File: src/rtl/conv_operand_sequencer.sv
// Operand feeder for the 1-D conv MAC: loads M weights + N samples, replays (x[i+j], w[j]) pairs; 1-cycle load->first pair, holds pair while !m_ready.
// Optional CONV_SEQ_WEIGHT_KEEP_EN: keep weights across frames (later frames load only samples).
module conv_operand_sequencer #(
  parameter int T = 14,
  parameter int N = 16,
  parameter int M = 4
) (
  input  logic         clk,
  input  logic         reset,
  input  logic [T-1:0] s_data,
  input  logic         s_valid,
  output logic         s_ready,
  output logic [T-1:0] m_a,
  output logic [T-1:0] m_b,
  output logic         m_valid,
  input  logic         m_ready,
  output logic         m_first,
  output logic         m_last,
  output logic         done
);

  localparam int AW  = (N > 1) ? $clog2(N) : 1;
  localparam int WAW = (M > 1) ? $clog2(M) : 1;
  localparam int KW  = $clog2(N + 1);
  localparam logic [AW-1:0] J_LAST   = AW'(M - 1);
  localparam logic [AW-1:0] I_LAST   = AW'(N - M);
  localparam logic [KW-1:0] K_W_LAST = KW'(M - 1);
  localparam logic [KW-1:0] K_X_LAST = KW'(N - 1);

  typedef enum logic [1:0] {LOAD_W, LOAD_X, RUN} state_t;

  state_t        state_q, state_d;
  logic [KW-1:0] k_q, k_d;
  logic [AW-1:0] i_q, i_d, j_q, j_d;
  logic [AW-1:0] ni, nj;
  logic [T-1:0]  w_q [M];
  logic [T-1:0]  w_d [M];
  logic [T-1:0]  x_q [N];
  logic [T-1:0]  x_d [N];
  logic          m_valid_q, m_valid_d;
  logic          m_first_q, m_first_d;
  logic          m_last_q, m_last_d;
  logic [T-1:0]  m_a_q, m_a_d;
  logic [T-1:0]  m_b_q, m_b_d;
  logic          done_w;

  assign done_w = (state_q == RUN) && m_valid_q && m_ready &&
                  (i_q == I_LAST) && (j_q == J_LAST);

  always_comb begin
    state_d   = state_q;
    k_d       = k_q;
    i_d       = i_q;
    j_d       = j_q;
    w_d       = w_q;
    x_d       = x_q;
    m_valid_d = m_valid_q;
    m_first_d = m_first_q;
    m_last_d  = m_last_q;
    m_a_d     = m_a_q;
    m_b_d     = m_b_q;
    ni        = '0;
    nj        = '0;
    case (state_q)
      LOAD_W: begin
        if (s_valid) begin
          w_d[k_q[WAW-1:0]] = s_data;
          if (k_q == K_W_LAST) begin
            k_d     = '0;
            state_d = LOAD_X;
          end else begin
            k_d = k_q + 1'b1;
          end
        end
      end
      LOAD_X: begin
        if (s_valid) begin
          x_d[k_q[AW-1:0]] = s_data;
          if (k_q == K_X_LAST) begin
            // Read x_d so the sample written this cycle is visible when N == 1.
            k_d       = '0;
            i_d       = '0;
            j_d       = '0;
            state_d   = RUN;
            m_valid_d = 1'b1;
            m_a_d     = x_d[0];
            m_b_d     = w_q[0];
            m_first_d = 1'b1;
            m_last_d  = (M == 1);
          end else begin
            k_d = k_q + 1'b1;
          end
        end
      end
      RUN: begin
        if (m_valid_q && m_ready) begin
          if (j_q == J_LAST) begin
            nj = '0;
            ni = i_q + 1'b1;
          end else begin
            nj = j_q + 1'b1;
            ni = i_q;
          end
          if (done_w) begin
            i_d       = '0;
            j_d       = '0;
            m_valid_d = 1'b0;
            m_first_d = 1'b0;
            m_last_d  = 1'b0;
            m_a_d     = '0;
            m_b_d     = '0;
`ifdef CONV_SEQ_WEIGHT_KEEP_EN
            state_d   = LOAD_X;
`else
            state_d   = LOAD_W;
`endif
          end else begin
            i_d       = ni;
            j_d       = nj;
            m_a_d     = x_q[ni + nj];
            m_b_d     = w_q[nj[WAW-1:0]];
            m_first_d = (nj == '0);
            m_last_d  = (nj == J_LAST);
          end
        end
      end
      default: state_d = LOAD_W;
    endcase
  end

  always_ff @(posedge clk or posedge reset) begin
    if (reset) begin
      state_q   <= LOAD_W;
      k_q       <= '0;
      i_q       <= '0;
      j_q       <= '0;
      m_valid_q <= 1'b0;
      m_first_q <= 1'b0;
      m_last_q  <= 1'b0;
      m_a_q     <= '0;
      m_b_q     <= '0;
    end else begin
      state_q   <= state_d;
      k_q       <= k_d;
      i_q       <= i_d;
      j_q       <= j_d;
      m_valid_q <= m_valid_d;
      m_first_q <= m_first_d;
      m_last_q  <= m_last_d;
      m_a_q     <= m_a_d;
      m_b_q     <= m_b_d;
    end
  end

  // Register files carry no reset; contents are only read after a full load.
  always_ff @(posedge clk) begin
    w_q <= w_d;
    x_q <= x_d;
  end

  assign s_ready = !reset && (state_q != RUN);
  assign m_valid = m_valid_q;
  assign m_first = m_first_q;
  assign m_last  = m_last_q;
  assign m_a     = m_a_q;
  assign m_b     = m_b_q;
  assign done    = done_w;

endmodule
File: config.mk
export PLATFORM = sky130hd
export DESIGN_NAME = conv_operand_sequencer
export DESIGN_NICKNAME = d
export VERILOG_FILES = /design/src/rtl/conv_operand_sequencer.sv
export SDC_FILE = /design/constraint.sdc
export NUM_CORES = 1
export LEC_CHECK = 0
export CELL_PAD_IN_SITES_DETAIL_PLACEMENT = 2
export CELL_PAD_IN_SITES_GLOBAL_PLACEMENT = 2
export CORE_ASPECT_RATIO = 1.25
export CORE_MARGIN = 10
export CORE_UTILIZATION = 44
export CTS_CLUSTER_DIAMETER = 120
export DETAILED_ROUTE_END_ITERATION = 12
export DONT_BUFFER_PORTS = 1
export PLACE_DENSITY_LB_ADDON = 0.1
export SLEW_MARGIN = 15
export SYNTH_ARGS = -nofsm -noshare
export SYNTH_HDL_FRONTEND = slang
export SYNTH_SLANG_ARGS = --single-unit
File: constraint.sdc
create_clock -name clk -period 3.3 [get_ports clk]
set_input_delay 0.165 -clock clk [delete_from_list [all_inputs] [get_ports clk]]
set_output_delay 0.165 -clock clk [all_outputs]
set_load 0.02 [all_outputs]
# Yosys cells after proc, flatten, opt, wreduce, memory -nomap -nowiden
# Index checks and enable logic that the tools add are counted.
# classes
add_sub_neg	4
n_lt_le_gt_ge	6
eq_ne	14
muxes	61
bitwise	4
reduce_logical	19
# op_table
operator	count
$bwmux W224	1
$mux W14	14
$bmux W14 S4	1
$bwmux W56	1
$demux W14 S4	1
$pmux W14 S2	2
$mux W4	12
$bmux W14 S2	1
$demux W14 S2	1
$mux W5	4
$pmux W4 S2	2
$mux W2	6
$ne A2 B2 Y1 const B	6
$ge A5 B5 Y1 const B	2
$mux W1	10
$not A4 Y5	2
$pmux W5 S2	1
$add A4 B1 Y4 const B	2
$eq A4 B2 Y1 const B	2
$logic_and A1 B1 Y1	8
$ge A3 B3 Y1 const B	2
$not A2 Y3	2
$pmux W1 S2	3
$pmux W2 S3	1
19 further kinds	21
# totals
ff_bits	326
in_bits	18
out_inout_bits	33
wordCells	137

# Logic depth before layout (Yosys ltp)
# Gate-level depths: netlist (run 1).
# depth
word_depth	12
depth_mapped	12
depth_no_buf	11

# Worst setup path after synthesis (run 1)
# OpenSTA, ideal clock, no wires.
# synth_timing
kind	register -> register
from	register j_q[0]
to	register m_a_q[10] (netlist: m_a[10])
setup_ps	141
arrival_ps	3381
required_time_ps	3159
path_slack_ps	-221
path_stages_with_launch	13
n_path_buf	3
synth_period_minus_slack_ps	3521
cell_sequence	dfrtp_1 -> ha_1 -> nor3b_4 -> nor2_1 -> buf_2 -> ha_1 -> fa_1 -> clkbuf_1 -> clkbuf_1 -> mux4_2 -> mux2i_1 -> mux2_4 -> o22ai_2
# synth_via
elab_chain_len	12
word_cells_on_any_way	17
cone_classes	add/sub: 2; eq/ne: 1; mux: 12; bitwise: 1; reduce/logical: 1
# synth_lines
item	line_no	text
start: declaration	34	logic [AW-1:0] i_q, i_d, j_q, j_d;
start signal: assignment	146	j_q <= j_d;
$add A4 B1 Y4 / $eq A4 B2 Y1 (equally long branches)	101, 48, 97	
$mux W4	97	if (j_q == J_LAST) begin
$mux W4	96	if (m_valid_q && m_ready) begin
$mux W4	64	case (state_q)
$add A4 B4 Y4	120	m_a_d = x_q[ni + nj];
$not A4 Y5 (not written as such)	120	
$bmux W14 S4	120	
$mux W14 (not written as such) (2 in series)	120	
$mux W14 *	104	if (done_w) begin
$mux W14 *	96	
$pmux W14 S2 *	64	
end signal: assignment	150	m_a_q <= m_a_d;
end: declaration	43	logic [T-1:0] m_a_q, m_a_d;
# Mark *: on every way between the ends. The rest lies on a longest branch, timed or not. The select of a mux whose other input is x is not followed.
# A chain may end at the register's enable or synchronous reset.

# Final worst setup path (run 1)
# layout_timing
from	register j_q[0]
to	register m_a_q[11] (netlist: m_a[11])
# Same word-level chain as after synthesis.

==> results.sh, run 1 <==
export IMPL_antenna_found_initial=2
export IMPL_viasPerCell=5.63
export IMPL_worstHoldPathType="in2reg"
export IMPL_synth_fa_ha_area_share_pct=1.47
export IMPL_final_cell_mix="edfxtp_1 (280), mux4_2 (70), dfrtp_1 (46)"
export IMPL_avgSynthCellArea_sq_um=18.9
export IMPL_synth_simple_area_share_pct=3.71
export IMPL_grt_usage_pct=17.7
export IMPL_drt_first_iter_violations=337
export IMPL_post_route_period_util_pct=97.9
export IMPL_die_w_um=175
export IMPL_r2r_slack_ps=70
export IMPL_grt_first_pass_wirelength_um=50700
export IMPL_synthesis_instances=701
export IMPL_coreArea_sq_um=29900
export IMPL_reg2reg_depth=12
export IMPL_outcome="finished clean"
export IMPL_p_leak_nw=5.24
export IMPL_finClkSkew_ps=17.4
export IMPL_htree_levels=2
export IMPL_mostFrequentLayoutCell="edfxtp_1"
export IMPL_floorplan_initialDensity_pct=44.3
export IMPL_hold_viol=0
export IMPL_startpoint_type="flip-flop"
export IMPL_syn_area_sq_um=13300
export IMPL_die_h_um=214
export IMPL_tritoncts="yes"
export IMPL_grt_overflow=0
export IMPL_critPathLaunch="j_q[0]"
export IMPL_route_met2_wl_um=17400
export IMPL_path_cells="ha_1 > nor3b_4 > buf_4 > nor2_1 > ha_4 > fa_2 > buf_12 > buf_12 > mux4_2 > mux2i_1 > mux2_4 > o22ai_2"
export IMPL_synthArstFlopShare_pct=14.1
export IMPL_wl_per_cell_um=27.9
export IMPL_regArea_sq_um=9560
export IMPL_ios=51
export IMPL_row_count=71
export IMPL_finalCriticalPeriod_ps=3230
export IMPL_synthFlopType="edfxtp_1"
export IMPL_post_dp_hpwl_um=22000
export IMPL_crit_required_ps=3680
export IMPL_fillers=2628
export IMPL_cp_end_kind="flip-flop"
export IMPL_cts_made_buffers=35
export IMPL_area_growth_syn_to_layout_pct=16.3
export IMPL_top_layer_used="met4"
export IMPL_vias=6734
export IMPL_wl_met1_um=13800
export IMPL_portBuffers=0
export IMPL_setup_ws_ps=68.5
export IMPL_place_area_sq_um=14100
export IMPL_grt_pass1_vias=7632
export IMPL_grt_max_degree=47
export IMPL_yosysSeqAreaShare_pct=72.0
export IMPL_synth_edf_count=280
export IMPL_gp_congestion=0.780
export IMPL_crit_top_cell="buf_12"
export IMPL_multi_input_area_sq_um=3610
export IMPL_cts_sinks=326
export IMPL_crit_family="adder cells"
export IMPL_synth_cell_types=49
export IMPL_synth_xor_area_share_pct=0.575
export IMPL_cp_depth=12
export IMPL_synth_nets=734
export IMPL_ys_ff_latch=326
export IMPL_timing_worst_setup_path_type="reg2reg"
export IMPL_wl_met3_um=1310
export IMPL_synth_top_family_by_area="multiplexers"
export IMPL_fin_area_sq_um=15400
export IMPL_drtPass1Iterations=5
export IMPL_max_slew_margin_rel_pct=40.1
export IMPL_yosys_warnings=0
export IMPL_drcViolationCount=0
export IMPL_worstPathArrival_ps=3610
export IMPL_wl_um=33400
export IMPL_fin_cells=1197
export IMPL_worstMarginPinSlew_ps=895
export IMPL_placedCellCount=1113
export IMPL_muxShareOfSynthArea_pct=17.0
export IMPL_clockBufferDepth=3
export IMPL_cp_slowest_cell="fa_2"
export IMPL_cp_num_buf_inv=3
export IMPL_clkTransAtPathRegs_ps=60
export IMPL_fin_nets=804
export IMPL_r2r_end="m_a[11]"
export IMPL_p_per_area_nw_per_um2=534
export IMPL_fmax_ghz=0.309
export IMPL_cap_violations=0
export IMPL_die_area_sq_um=37500
export IMPL_dpl_worst_slack_ps=54.7
export IMPL_ir_worst_vdd_v=0.000640
export IMPL_crit_fanout=6
export IMPL_cp_endpoint="m_a[11]"
export IMPL_slew_violations=0
export IMPL_critPathMaxStageDelay_ps=460
export IMPL_ant_nets=0
export IMPL_insertion_delay_ps=510
export IMPL_reg2reg_from="j_q[0]"
export IMPL_synth_compound_area_share_pct=3.62
export IMPL_finalSetupViolCount=0
export IMPL_clock_tree_root_cell="clkbuf_16"
export IMPL_drive_gt1_share_pct=27.3
## cell type report
class / instances / share of cell area, %
Antenna cell: 2 / 0.0324
Clock buffer: 47 / 6.37
Clock inverter: 13 / 0.413
Inverter: 20 / 0.494
Multi-Input combinational cell: 326 / 23.4
Sequential cell: 326 / 61.9
Tap cell: 401 / 3.25
Timing Repair Buffer: 62 / 4.14
## flip-flops by register name, indices dropped and copies added, names as in the netlist
signal / count
j_q: 4
m_last: 1
x_q: 224
m_b: 14
m_first: 1
w_q: 56
m_valid: 1
i_q: 4
m_a: 14
state_q: 2
k_q: 5
## metrics by stage
step	utilization, %	setup TNS [ps]	total power, mW	hold WS (ps)
floorplan	-	0	4.61	264
global placement	47.1	0	4.63	265
detailed placement	47.1	0	4.63	265
CTS	51.1	0	8.34	113
global route	51.6	-28.8	8.53	142
finish	51.6	0	8.24	127
## worst reg2reg max path, stage by stage (launching register included)
cell,delay [ps]
dfrtp_1,390
ha_1,240
nor3b_4,160
buf_4,160
nor2_1,240
ha_4,200
fa_2,460
buf_12,170
buf_12,150
mux4_2,310
mux2i_1,330
mux2_4,230
o22ai_2,70
## cells in the mapped netlist (4+ instances only)
master      n  area [sq um]
nand2_1    38           143
mux4_2     70          1580
mux2i_1    33           330
and2_1      4          25.0
nor2_1     40           150
ha_1       14           175
nand3_1     5          25.0
o211ai_1    4          30.0
edfxtp_1  280          8410
mux2_4     10           150
clkbuf_1   16          60.1
buf_2      12          60.1
a222oi_1    5          50.1
dfrtp_1    46          1150
a221oi_1    9          78.8
a21oi_1     4          20.0
inv_1      18          67.6
o21ai_0    24           120
nor3_1      4          20.0
nand2b_1    6          37.5
mux2_2     17           191
o22ai_2     5          62.6
## power breakdown
group          internal (mW)  switching, mW
clock network           2.08           1.54
registers               4.48         0.0111
logic                 0.0372         0.0920
## cells by family (layout without fill, tap and decap cells)
logic type,count (synthesis),after routing
AO/OA/AOI/OAI,65,65
XOR/XNOR,7,7
adder cells (fa/ha/maj),15,15
buffers and inverters,49,142
flip-flops,326,326
multiplexers,131,131
other,0,2
AND/OR/NAND/NOR,108,108
## routing by layer
layer | GRT usage, % | vias to the layer above
met5 | 0 | -
met4 | 5.29 | 0
met3 | 3.14 | 54
met2 | 30.4 | 126
met1 | 22.4 | 3608
li1 | - | 2946
## how the worst min path moves through the flow
stage	startpoint	end	slack (ps)	cells past startpoint
2_1_floorplan	s_data[0]	w_q[0]	260	0
3_3_place_gp	s_data[12]	x_q[82]	270	0
3_5_place_dp	s_data[2]	x_q[86]	270	0
4_1_cts	s_valid	k_q[1]	110	2
5_1_grt	m_ready	m_first	140	2
6_report	s_valid	k_q[1]	130	2
## timing repair
| action | in CTS | in global routing |
|---|---|---|
| endpoints found under the setup margin | 0 | 14 |
| gates resized for setup | 0 | 11 |
| buffers inserted | 0 | 5 |
| hold endpoints to repair | 336 | 0 |
| hold buffers | 16 | 0 |
Note: power is estimated with default switching activity, not from simulation.
==> inputs of run 2 (changes only) <==
==> constraint.sdc (replaced) <==
create_clock -name clk -period 3.3 [get_ports clk]
set_input_delay 0.33 -clock clk [delete_from_list [all_inputs] [get_ports clk]]
set_output_delay 0.33 -clock clk [all_outputs]
set_load 0.02 [all_outputs]
==> run 2 against run 1 <==
Against the previous run:
- fmax increased by 1.4%
- flip-flop and latch count unchanged
- clock power rose by 16%
- sequential power about the same
- global-route usage rose by 0.53 points
- power grew 6.8%
- largest cell class unchanged
==> results.sh, run 2 (synthesis results as in run 1) <==
export IMPL_max_slew_margin_rel_pct=39.9
export IMPL_cp_end_kind="flip-flop"
export IMPL_grt_pass1_vias=7789
export IMPL_clock_tree_root_cell="clkbuf_16"
export IMPL_regMostFlops="x_q"
export IMPL_worstHoldPathType="in2reg"
export IMPL_hold_viol=0
export IMPL_p_leak_nw=5.34
export IMPL_floorplan_initialDensity_pct=44.3
export IMPL_clkTransAtPathRegs_ps=60
export IMPL_drt_first_iter_violations=459
export IMPL_fmax_ghz=0.314
export IMPL_grt_usage_pct=18.2
export IMPL_crit_fanout=18
export IMPL_grt_max_degree=47
export IMPL_wl_per_cell_um=28.8
export IMPL_die_area_sq_um=37500
export IMPL_vias=6901
export IMPL_drcViolationCount=0
export IMPL_cts_sinks=326
export IMPL_die_w_um=175
export IMPL_finClkSkew_ps=14.7
export IMPL_ir_worst_vdd_v=0.000515
export IMPL_antenna_found_initial=8
export IMPL_crit_top_cell="buf_12"
export IMPL_mostFrequentLayoutCell="edfxtp_1"
export IMPL_gp_congestion=0.779
export IMPL_ant_nets=0
export IMPL_worstMarginPinSlew_ps=901
export IMPL_post_dp_hpwl_um=22000
export IMPL_clockBufferDepth=3
export IMPL_outcome="finished clean"
export IMPL_post_route_period_util_pct=96.5
export IMPL_rsz0062_at_grt="no"
export IMPL_die_h_um=214
export IMPL_cp_slowest_cell="fa_2"
export IMPL_startpoint_type="flip-flop"
export IMPL_htree_levels=2
export IMPL_p_per_area_nw_per_um2=563
export IMPL_coreArea_sq_um=29900
export IMPL_setup_tns_ps=0
export IMPL_drtPass1Iterations=6
export IMPL_cap_violations=0
export IMPL_dpl_worst_slack_ps=-16.5
export IMPL_largest_reg_flops=224
export IMPL_crit_required_ps=3670
export IMPL_ios=51
export IMPL_fin_nets=804
export IMPL_worstPathArrival_ps=3550
export IMPL_crit_family="adder cells"
export IMPL_viasPerCell=5.74
export IMPL_largest_registers="x_q x224, w_q x56"
export IMPL_setup_ws_ps=114
export IMPL_final_core_util_pct=52.2
export IMPL_timing_worst_setup_path_type="reg2reg"
export IMPL_finalSetupViolCount=0
export IMPL_drive_gt1_share_pct=28.4
export IMPL_grt_first_pass_wirelength_um=52200
export IMPL_grt_overflow=0
export IMPL_insertion_delay_ps=520
export IMPL_tritoncts="yes"
export IMPL_critPathMaxStageDelay_ps=590
export IMPL_cts_made_buffers=37
export IMPL_row_count=71
export IMPL_finalCriticalPeriod_ps=3190
export IMPL_final_cell_mix="edfxtp_1 (280), mux4_2 (70), dfrtp_1 (46)"
export IMPL_cp_num_buf_inv=3
export IMPL_slew_violations=0
export IMPL_wl_um=34600
export IMPL_path_cells="ha_2 > nor3b_4 > buf_4 > xnor2_2 > ha_4 > fa_2 > buf_12 > buf_12 > mux4_2 > mux2i_2 > mux2_1 > o211ai_1"
export IMPL_fillers=2631
export IMPL_portBuffers=0
export IMPL_area_growth_syn_to_layout_pct=17.7
-- run 2: path summary, 6_finish.rpt --
kind / startpoint / endpoint / slack (ps) / cells after the start
setup / recovery: j_q[0] / m_a[3] / 110 / 12
hold reg to reg: state_q[1] / state_q[0] / 520 / 1
hold / removal: s_valid / state_q[0] / 40 / 2
max in group asynchronous: reset / m_a[6] / 2320 / 2
setup reg to reg: j_q[0] / m_a[3] / 110 / 12
min in group asynchronous: reset / m_a[7] / 440 / 2
-- run 2: cell type report --
type | instances | area (sq um) | area share, %
sequential | 326 | 9560 | 61.2
tap | 401 | 502 | 3.21
inverter | 20 | 76.3 | 0.489
clock buffer | 49 | 1040 | 6.68
timing repair buffer | 60 | 649 | 4.16
clock inverter | 19 | 196 | 1.26
antenna | 2 | 5.00 | 0.0320
multi-input combinational | 326 | 3590 | 23.0
-- run 2: timing repair --
item,CTS,global route
hold buffers,15,1
cloned,0,2
endpoints found under the hold margin,267,46
resized for setup,1,8
buffers inserted,1,2
pin swaps,2,2
endpoints found under the setup margin,10,14
-- run 2: per-stage QoR --
stage	area (sq um)	power (mW)	std cells	hold WS (ps)
3_5_place_dp	14100	4.63	1112	430
4_1_cts	15500	8.89	1196	0.155
2_1_floorplan	13300	4.61	701	429
5_1_grt	15600	9.08	1201	37.8
6_report	15600	8.80	1203	41.2
3_3_place_gp	14100	4.63	1112	430
-- run 2: layer usage --
layer	GRT usage [%]	wire length [um]
met3	3.66	1810
met2	30.9	17900
met1	23.3	14200
met5	0	31
met4	4.98	721
-- run 2: report_power, final --
part | total (mW) | leakage, nW | switching [mW] | internal (mW)
Combinational | 0.127 | 1.61 | 0.0893 | 0.0376
Clock | 4.19 | 0.615 | 1.64 | 2.54
Sequential | 4.49 | 3.12 | 0.0104 | 4.48
Total | 8.80 | 5.34 | 1.74 | 7.06
==> inputs of run 3 (changes only) <==
--- a/config.mk
+++ b/config.mk
@@ -13,8 +13,8 @@
 export CTS_CLUSTER_DIAMETER = 120
 export DETAILED_ROUTE_END_ITERATION = 12
 export DONT_BUFFER_PORTS = 1
-export PLACE_DENSITY_LB_ADDON = 0.1
-export SLEW_MARGIN = 15
+export PLACE_DENSITY = 0.73
+export SLEW_MARGIN = 20
 export SYNTH_ARGS = -nofsm -noshare
 export SYNTH_HDL_FRONTEND = slang
 export SYNTH_SLANG_ARGS = --single-unit
==> constraint.sdc (replaced) <==
create_clock -name clk -period 3.3 [get_ports clk]
set_input_delay 0.495 -clock clk [delete_from_list [all_inputs] [get_ports clk]]
set_output_delay 0.495 -clock clk [all_outputs]
set_load 0.02 [all_outputs]
==> run 3 against run 2 <==
Against the previous run:
- wire length is 2.2% higher
- fmax decreased by 3.0%
- utilization fell by 0.36 points
- largest cell class unchanged
- critical path depth grew 2
- critical endpoint is now m_a[5]
- final area shrank 0.69%
- first-iteration DRC count up 27%
- clock skew rose by 11 ps
==> results.sh, run 3 (synthesis results as in run 1) <==
export IMPL_outcome="finished clean"
export IMPL_fin_cells=1180
export IMPL_fillers=2627
export IMPL_drtPass1Iterations=6
export IMPL_clkTransAtPathRegs_ps=70
export IMPL_finClkSkew_ps=25.7
export IMPL_worstPathArrival_ps=3710
export IMPL_regMostFlops="x_q"
export IMPL_cts_made_buffers=34
export IMPL_finalSetupViolCount=0
export IMPL_htree_levels=2
export IMPL_tritoncts="yes"
export IMPL_holdBufCountCts=0
export IMPL_area_growth_syn_to_layout_pct=16.9
export IMPL_drive_gt1_share_pct=30.3
export IMPL_fmax_ghz=0.304
export IMPL_p_leak_nw=5.27
export IMPL_worstMarginPinSlew_ps=1010
export IMPL_timing_worst_setup_path_type="reg2reg"
export IMPL_post_route_period_util_pct=99.6
export IMPL_critPathLaunch="j_q[1]"
export IMPL_viasPerCell=5.83
export IMPL_wl_um=35400
export IMPL_portBuffers=0
export IMPL_die_area_sq_um=37500
export IMPL_largest_reg_flops=224
export IMPL_clockBufferDepth=3
export IMPL_mostFrequentLayoutCell="edfxtp_1"
export IMPL_holdWs_ps=39.3
export IMPL_die_h_um=214
export IMPL_startpoint_type="flip-flop"
export IMPL_final_cell_mix="edfxtp_1 (280), mux4_2 (70), dfrtp_1 (45)"
export IMPL_worstHoldPathType="in2async"
export IMPL_largest_registers="x_q x224, w_q x56"
export IMPL_grt_overflow=0
export IMPL_hold_viol=0
export IMPL_placedCellCount=1105
export IMPL_grt_pass1_vias=7902
export IMPL_vias=6880
export IMPL_crit_fanout=6
export IMPL_ant_nets=0
export IMPL_coreArea_sq_um=29900
export IMPL_grt_max_degree=47
export IMPL_crit_required_ps=3730
export IMPL_max_slew_margin_rel_pct=32.3
export IMPL_drt_first_iter_violations=582
export IMPL_reg2reg_from="j_q[1]"
export IMPL_insertion_delay_ps=520
export IMPL_setup_ws_ps=14.0
export IMPL_dpl_worst_slack_ps=-27.0
export IMPL_setup_tns_ps=0
export IMPL_row_count=71
export IMPL_antenna_found_initial=0
export IMPL_cts_sinks=326
export IMPL_drcViolationCount=0
export IMPL_ir_worst_vdd_v=0.000302
export IMPL_grt_usage_pct=18.5
export IMPL_cap_violations=0
export IMPL_grt_first_pass_wirelength_um=52700
export IMPL_clock_tree_root_cell="clkbuf_16"
export IMPL_fin_nets=789
export IMPL_finalPower_mw=8.42
export IMPL_ios=51
export IMPL_gp_congestion=0.791
export IMPL_floorplan_initialDensity_pct=44.3
export IMPL_die_w_um=175
export IMPL_wl_per_cell_um=30.0
export IMPL_num_antenna_cells=0
export IMPL_finalCriticalPeriod_ps=3290
export IMPL_post_dp_hpwl_um=21900
export IMPL_p_per_area_nw_per_um2=542
export IMPL_slew_violations=0
export IMPL_cp_end_kind="flip-flop"
-- run 3: cell types whose count changed in the layout (fill, tap and decap cells not counted), moves of 6 or more --
| cell | delta |
|---|---|
| clkinv_2 | -6 |
| dlygate4sd3_1 | -16 |
| mux2i_1 | -10 |
| mux2i_2 | +9 |
-- run 3: critical path, cell delays in order, from the launching register on --
cell and delay (ps):
dfrtp_2 430, ha_4 170, nor3b_4 300, buf_4 180
buf_4 120, nand2_1 90, xnor2_2 230, ha_4 270
a21oi_4 170, xor2_2 200, xnor2_2 140, buf_4 210
buf_12 150, mux2_2 350, o211ai_1 190
-- run 3: final timing paths --
path / to / slack (ps) / cells after the start
max in group asynchronous: j_q[1] / 2650 / 1
setup reg to reg: m_a[5] / 10 / 14
min in group clk: w_q[20] / 70 / 0
setup / recovery: m_a[5] / 10 / 14
hold reg to reg: state_q[0] / 520 / 1
hold / removal: m_a[7] / 40 / 1
-- run 3: layout make-up --
class                      instances  area, sq um  share of cell area, %
sequential                       326         9560                   61.6
multi-input combinational        326         3680                   23.7
clock buffer                      45          966                   6.23
timing repair buffer              48          574                   3.70
tap                              401          502                   3.23
clock inverter                    14          151                  0.976
inverter                          20         76.3                  0.492
-- run 3: routing by layer --
metal	up-vias	part of all wire [%]	GRT usage [%]
li1	2905	-	-
met1	3746	40	22.5
met2	182	53	32.6
met3	47	4.8	3.36
met4	0	2.4	5.52
met5	-	0	0
-- run 3: timing repair --
item	4_1_cts	5_1_grt
resized for setup	6	26
gates cloned	2	5
setup endpoints to repair	10	14
pin swaps	1	6
setup buffers	1	8
-- run 3: metrics by stage --
| stage | utilization [%] | area (sq um) |
|---|---|---|
| floorplan | - | 13300 |
| global placement | 46.8 | 14000 |
| detailed placement | 46.8 | 14000 |
| CTS | 50.8 | 15200 |
| global route | 51.8 | 15500 |
| finish | 51.8 | 15500 |
-- run 3: power by group --
group,switching [mW],leakage (nW),total [mW],internal [mW]
registers,0.0106,3.11,4.49,4.48
logic,0.0399,1.62,0.0682,0.0283
clock network,1.56,0.538,3.86,2.30
